--- config.mk ---
export PLATFORM = sky130hd
export DESIGN_NAME = min_max_array_loader
export DESIGN_NICKNAME = d
export VERILOG_FILES = /design/src/rtl/min_max_pkg.sv /design/src/rtl/array_mem_16x8.sv /design/src/rtl/min_max_array_loader.sv
export SDC_FILE = /design/constraint.sdc
export NUM_CORES = 1
export LEC_CHECK = 0
export BUFFER_PORTS_ARGS = -buffer_cell sky130_fd_sc_hd__buf_2
export CAP_MARGIN = 10
export CORE_MARGIN = 3
export CORE_UTILIZATION = 55
export DETAILED_ROUTE_END_ITERATION = 10
export PLACE_DENSITY_LB_ADDON = 0.12
export SLEW_MARGIN = 20
export SYNTH_ARGS = -nofsm -noshare
export SYNTH_HDL_FRONTEND = slang
export SYNTH_SLANG_ARGS = --single-unit
--- constraint.sdc ---
create_clock -name Clk -period 5.29 [get_ports Clk]
set_clock_uncertainty 0.2 [all_clocks]
set_input_delay 0.7935 -clock Clk [delete_from_list [all_inputs] [get_ports Clk]]
set_output_delay 0.7935 -clock Clk [all_outputs]
set_load 0.02 [all_outputs]
--- src/rtl/min_max_pkg.sv ---
// Shared definitions for the min/max array loader and its finder.
// Holds the array geometry and the one-hot control state encoding.
package min_max_pkg;

    localparam int unsigned MM_WIDTH = 8;
    localparam int unsigned MM_DEPTH = 16;
    localparam int unsigned MM_AW    = $clog2(MM_DEPTH);

    // One-hot encoding; bit order matches the {Qd,Qw,Qs,Ql,Qi} flag bus.
    typedef enum logic [4:0] {
        INI   = 5'b00001,
        LOAD  = 5'b00010,
        START = 5'b00100,
        WAIT  = 5'b01000,
        DONE  = 5'b10000
    } state_t;

endpackage

--- src/rtl/array_mem_16x8.sv ---
// Element array: one synchronous write port, one asynchronous read port.
// Contents are deliberately not reset.
module array_mem_16x8 #(
    parameter int unsigned WIDTH = 8,
    parameter int unsigned DEPTH = 16,
    parameter int unsigned AW    = $clog2(DEPTH)
) (
    input  logic             Clk,
    input  logic             We,
    input  logic [AW-1:0]    Waddr,
    input  logic [WIDTH-1:0] Wdata,
    input  logic [AW-1:0]    Raddr,
    output logic [WIDTH-1:0] Rdata
);

    logic [WIDTH-1:0] mem [DEPTH];

    always_ff @(posedge Clk) begin
        if (We) begin
            mem[Waddr] <= Wdata;
        end
    end

    // A same-cycle write to Raddr becomes visible only after the edge.
    assign Rdata = mem[Raddr];

endmodule

--- src/rtl/min_max_array_loader.sv ---
// Loads DEPTH elements into the array, kicks off the min/max finder,
// and registers its results when it reports done.
module min_max_array_loader #(
    parameter int unsigned WIDTH = min_max_pkg::MM_WIDTH,
    parameter int unsigned DEPTH = min_max_pkg::MM_DEPTH
) (
    input  logic                     Clk,
    input  logic                     Reset,
    input  logic                     Go,
    input  logic                     In_valid,
    input  logic [WIDTH-1:0]         In_data,
    output logic                     In_ready,
    input  logic [$clog2(DEPTH)-1:0] Rd_addr,
    output logic [WIDTH-1:0]         Rd_data,
    output logic                     Find_start,
    input  logic                     Find_done,
    input  logic [WIDTH-1:0]         Max_in,
    input  logic [WIDTH-1:0]         Min_in,
    output logic [WIDTH-1:0]         Max_out,
    output logic [WIDTH-1:0]         Min_out,
    output logic                     Result_valid,
    output logic                     Qi,
    output logic                     Ql,
    output logic                     Qs,
    output logic                     Qw,
    output logic                     Qd
);

    import min_max_pkg::*;

    localparam int unsigned    AW   = $clog2(DEPTH);
    localparam logic [AW-1:0]  LAST = AW'(DEPTH - 1);

    state_t        state, next_state;
    logic [AW-1:0] cnt;
    logic          wr_en;

    assign wr_en = (state == LOAD) && In_valid;

    array_mem_16x8 #(
        .WIDTH (WIDTH),
        .DEPTH (DEPTH),
        .AW    (AW)
    ) u_mem (
        .Clk   (Clk),
        .We    (wr_en),
        .Waddr (cnt),
        .Wdata (In_data),
        .Raddr (Rd_addr),
        .Rdata (Rd_data)
    );

    always_ff @(posedge Clk or posedge Reset) begin
        if (Reset) begin
            state   <= INI;
            cnt     <= '0;
            Max_out <= '0;
            Min_out <= '0;
        end else begin
            state <= next_state;
            unique case (state)
                INI: begin
                    if (Go) begin
                        cnt <= '0;
                    end
                end
                LOAD: begin
                    // Counter wraps to zero on the last handshake.
                    if (In_valid) begin
                        cnt <= cnt + 1'b1;
                    end
                end
                WAIT: begin
                    if (Find_done) begin
                        Max_out <= Max_in;
                        Min_out <= Min_in;
                    end
                end
                default: ;
            endcase
        end
    end

    always_comb begin
        next_state   = state;
        In_ready     = 1'b0;
        Find_start   = 1'b0;
        Result_valid = 1'b0;
        unique case (state)
            INI: begin
                if (Go) begin
                    next_state = LOAD;
                end
            end
            LOAD: begin
                In_ready = 1'b1;
                if (In_valid && (cnt == LAST)) begin
                    next_state = START;
                end
            end
            START: begin
                Find_start = 1'b1;
                next_state = WAIT;
            end
            WAIT: begin
                if (Find_done) begin
                    next_state = DONE;
                end
            end
            DONE: begin
                Result_valid = 1'b1;
                next_state   = INI;
            end
            default: next_state = INI;
        endcase
    end

    assign {Qd, Qw, Qs, Ql, Qi} = state;

endmodule

==> Yosys cells after proc, flatten, opt, wreduce, memory -nomap -nowiden <==
Memories as Yosys holds them, arrays and structs flattened.
Cells that the tools add are included.
{ "word_totals": {"ff_bits": 25, "mem_bits_rw": 128, "word_cells": 34, "n_memories": 1} }
{ "op_classes": {"addsub": 1, "n_eq_ne": 10, "muxes": 12, "reduce_logical": 6} }
{ "mem_list": {"columns": ["name", "depth", "width", "rd", "rd_clocked_by_memory_dff", "write_ports", "line_no", "rtl"], "rows": [
  ["u_mem.mem", 16, 8, 1, 0, 1, "array_mem_16x8.sv:16", "logic [WIDTH-1:0] mem [DEPTH];"]
]} }
{ "ops": {"columns": ["cell", "n"], "rows": [
  ["5-bit case mux with 4 select lines", 1],
  ["5-bit two-way mux", 3],
  ["4-bit two-way mux", 2],
  ["4-bit case mux with 2 select lines", 1],
  ["2-bit != test, second input constant", 3],
  ["3-bit AND reduction", 2],
  ["5-bit by 1-bit equality test with 1-bit output, second input constant", 1],
  ["5-bit by 2-bit equality test with 1-bit output, second input constant", 1],
  ["5-bit by 3-bit equality test with 1-bit output, second input constant", 1],
  ["5-bit by 4-bit equality test with 1-bit output, second input constant", 1],
  ["5-bit equality test, second input constant", 1],
  ["1-bit two-way mux", 5],
  ["4-bit by 1-bit adder with 4-bit output, second input constant", 1],
  ["4-bit equality test, second input constant", 1],
  ["1-bit logical AND", 2],
  ["2-bit by 1-bit != test with 1-bit output, second input constant", 1],
  ["2-bit AND reduction", 1],
  ["2-bit nonzero test", 1]
]} }

==> Logic depth before layout (Yosys ltp) <==
{ "logic_depth": {"ltp_word": 4, "ltp_mapped": 5, "ltp_nobuf": 4} }

==> Cells and area by module <==
A second synthesis with hierarchy kept.
{ "hier_totals": {"hier_cells": 316, "hier_area_um2": 6149.6} }
{ "modules_own_cells": {"columns": ["module", "n_inst", "cells_per_inst", "area_each_um2"], "rows": [
  ["array_mem_16x8", 1, 221, 4987.3],
  ["min_max_array_loader", 1, 95, 1162.4]
]} }

==> Worst setup path before layout <==
No wires, ideal clock.
{ "synth_timing": {"path_kind": "input to output", "startpoint": "input port Rd_addr[0]", "endpoint": "output port Rd_data[1]", "arrival_time_ns": 1.941, "path_slack_ns": 2.356, "stages": 5, "n_path_buf": 2, "path_cell_list": "buf_6 > buf_6 > mux4_1 > a22oi_1 > nand2_1"} }
{ "synth_via": {"elab_chain_cells": 1} }
{ "synth_rtl": {"columns": ["item", "line_no", "rtl"], "rows": [
  ["from (decl)", "min_max_array_loader.sv:13", "input logic [$clog2(DEPTH)-1:0] Rd_addr,"],
  ["memory read 16 x 8 bit", null, null],
  ["to (decl)", "min_max_array_loader.sv:14", "output logic [WIDTH-1:0] Rd_data,"]
]} }
Every way passes these cells.

==> Worst setup path in the final report <==
{ "layout_timing": {"startpoint": "input port Rd_addr[0]", "endpoint": "output port Rd_data[7]"} }
Same word-level chain as after synthesis.

==> metrics.txt <==
critical path arrival 2.73 ns; initial drt markers 263; Critical-path top delay cell mux4_2; Initial DRT Pass Iterations 4; number of synthesized flops with an enable pin 128; leakage 2.626 nW; post_cts resized 0; Mapped Area 6235 um2; fin nets 419; hold crit path type reg2reg; clk_lat worst skew 0.41 ns; Final Critical Period 3.723 ns; Vias per Instance 5.987; maximum VDD drop 199.8 uV; Post-DRT Antenna Nets 0; ys async rst share 16.34%; largest net degree at the start of global routing 33; Die W 112.5 um; Final setup viols 0; worst endpoint required time 4.30 ns; initial antenna violation count 0; clk sinks 153; Clock Tree Buf Depth 2; Sw Ratio 22.49%; Root Buffer clkbuf_16; pwr dens 360.1 nW/um2; routed len/inst 23.28 um; # DRC 0; CP max FO 19; via count 3197; Worst path top cell family by delay buffers and inverters; Post-Syn Instances 313; critical path capture point type output port; slew margin rel. 33.49%; syn_area_per_cell 19.92 um2; port bufs 64; status completed; total gr overflow 0; Crit Path Category in2out; Die Y 112.5 um; setup_tns 0 ns; Ports 65; unique cell type count in the Yosys netlist 46; Syn Nets 350; first-pass GRT wire length 19.29 mm; CTS clock-pin slew for the worst setup and hold paths 0.06 ns; vias in the first global route 3374; htree depth 4; Setup Buffers After CTS 0; clock tree from TritonCTS done; Fmax 268.6 MHz; Hold Slack 0.3013 ns; final wirelength 12.43 mm; P&R area growth vs syn 14.23%; Clock power frac 39.6%; routability congestion estimate 0.7417; RSZ-0062 raised after global routing no; Max Cap Viol 0; Switch Pwr 0.5769 mW; critical-path cell list buf_2 -> buf_4 -> mux4_2 -> a22oi_1 -> nand2_1 -> buf_2; Int Power 1.988 mW; sequential power share 53.0%; core area 10940 um2; Antenna Cells 0; sequential-to-total area share from yosys stat 71.70%; Slew Limit Fails 0; Tot GR Track Use 20.98%; CTS Buf Count 17; Hold Fails Final Rpt 0; flops & latches, synth 153; CP peak stage delay 0.56 ns; period utilisation layout 70.39%; Comb pwr share 7.4%; hpwl dp 7.513 mm; hold_buf cts 0; Top FF cell, synth edfxtp_1; worst slew pin tran 0.9956 ns; fillers 744; Top cell by count, worst path buf_2; initial core utilization 57.01%; share of layout cells above drive strength 1 36.29%; YS warnings 0; full die area 12650 um2; CP Launch Type primary input; Row Count 38; CP bufs+invs 3
Yosys cell counts (2+ instances only):
cell         n  area share (%)
and3_1       2            0.20
nor4_4       4             1.4
and2_1      13             1.3
and4_1       4            0.56
o211ai_1     3            0.36
nor3_1       3            0.24
mux2_4       9             2.2
clkbuf_1     2            0.12
edfxtp_1   128              62
ha_1         4            0.80
mux2_2       7             1.3
nor2_1       2            0.12
o2111ai_1    2            0.28
a22oi_1     16             1.9
mux4_2      30              11
dfrtp_1     24             9.6
buf_6        5            0.90
inv_1        7            0.42
buf_1        5            0.30
buf_4        2            0.24
mux4_1       2            0.84
nand2_1     11            0.66
nand3b_1     2            0.24
nor2b_1      4            0.40
power by group through the flow:
stage | clock network (mW) | logic [mW] | registers [mW]
after detailed placement | 0 | 0.190 | 1.38
final | 1.02 | 0.190 | 1.36
after global routing | 1.09 | 0.208 | 1.36
after floorplan | 0 | 0.140 | 1.37
after CTS | 1.03 | 0.191 | 1.36
after global placement | 0 | 0.186 | 1.38
flip-flops by register name, indices dropped and copies added (netlist names):
register and cells:
u_mem.mem 128, state 5, cnt 4, Min_out 8, Max_out 8
layer usage:
layer  track usage (%)  share of wire (%)
met1             29.49                 42
met2             32.38                 50
met3             6.038                6.1
met4             6.651                1.7
met5                 0                  0
worst register-to-register path: stages, from the launching register on:
cell and delay, ns:
dfrtp_1 0.48, or3_1 0.60, nor4_4 0.32, and2_1 0.59
placed cells by master, fill, tap and decap left out, types with 3 or more instances in the layout:
cell type,count
and2_1,13
clkbuf_16,17
mux2_2,7
mux4_2,30
and4_1,4
edfxtp_1,128
clkinvlp_4,3
buf_2,64
dfrtp_1,24
o211ai_1,3
a22oi_1,16
ha_1,4
nor4_4,4
nor3_1,3
inv_1,7
mux2_4,9
nor2b_1,4
clkinv_1,5
nand2_1,11
clkinv_2,4
cell families (layout without fill, tap and decap cells):
| kind of cell | count (synthesis) | after routing | share of synthesized area [%] |
|---|---|---|---|
| adder cells (fa/ha/maj) | 4 | 4 | 0.8028 |
| AO/OA/AOI/OAI | 28 | 28 | 3.352 |
| flip-flops | 153 | 153 | 71.70 |
| buffers and inverters | 23 | 104 | 2.308 |
| AND/OR/NAND/NOR | 56 | 56 | 6.582 |
| multiplexers | 48 | 48 | 15.11 |
| XOR/XNOR | 1 | 1 | 0.1405 |
cell type report:
class | count | area, um2 | area share (%)
Multi-Input combinational cell | 137 | 1620 | 22.75
Sequential cell | 153 | 4471 | 62.77
Timing Repair Buffer | 66 | 335.3 | 4.708
Clock inverter | 12 | 61.31 | 0.8609
Inverter | 7 | 26.28 | 0.3689
Clock buffer | 19 | 432.9 | 6.079
Tap cell | 140 | 175.2 | 2.460
stage by stage:
step                      setup WS, ns  std cells  area, um2  power (mW)  utilization (%)
after detailed placement         1.524        503       6628       1.574            60.61
after CTS                        1.510        534       7122       2.578            65.13
after floorplan                  2.356        313       6235       1.514                -
after global placement           1.560        503       6628       1.568            60.61
after global routing             1.372        534       7122       2.660            65.13
final                            1.567        534       7122       2.565            65.13
final timing paths:
path,from,endpoint,slack (ns),cells after the start
setup / recovery,Rd_addr[0],Rd_data[7],1.57,6
hold / removal,Min_out[3],Min_out[3],0.30,1
setup reg to reg,state[2],u_mem.mem[5][5],2.71,3
hold reg to reg,Min_out[3],Min_out[3],0.30,1
max in group asynchronous,Reset,cnt[1],3.87,2
min in group asynchronous,Reset,Min_out[0],0.41,2
No activity file was read; power rests on OpenSTA's default activity.
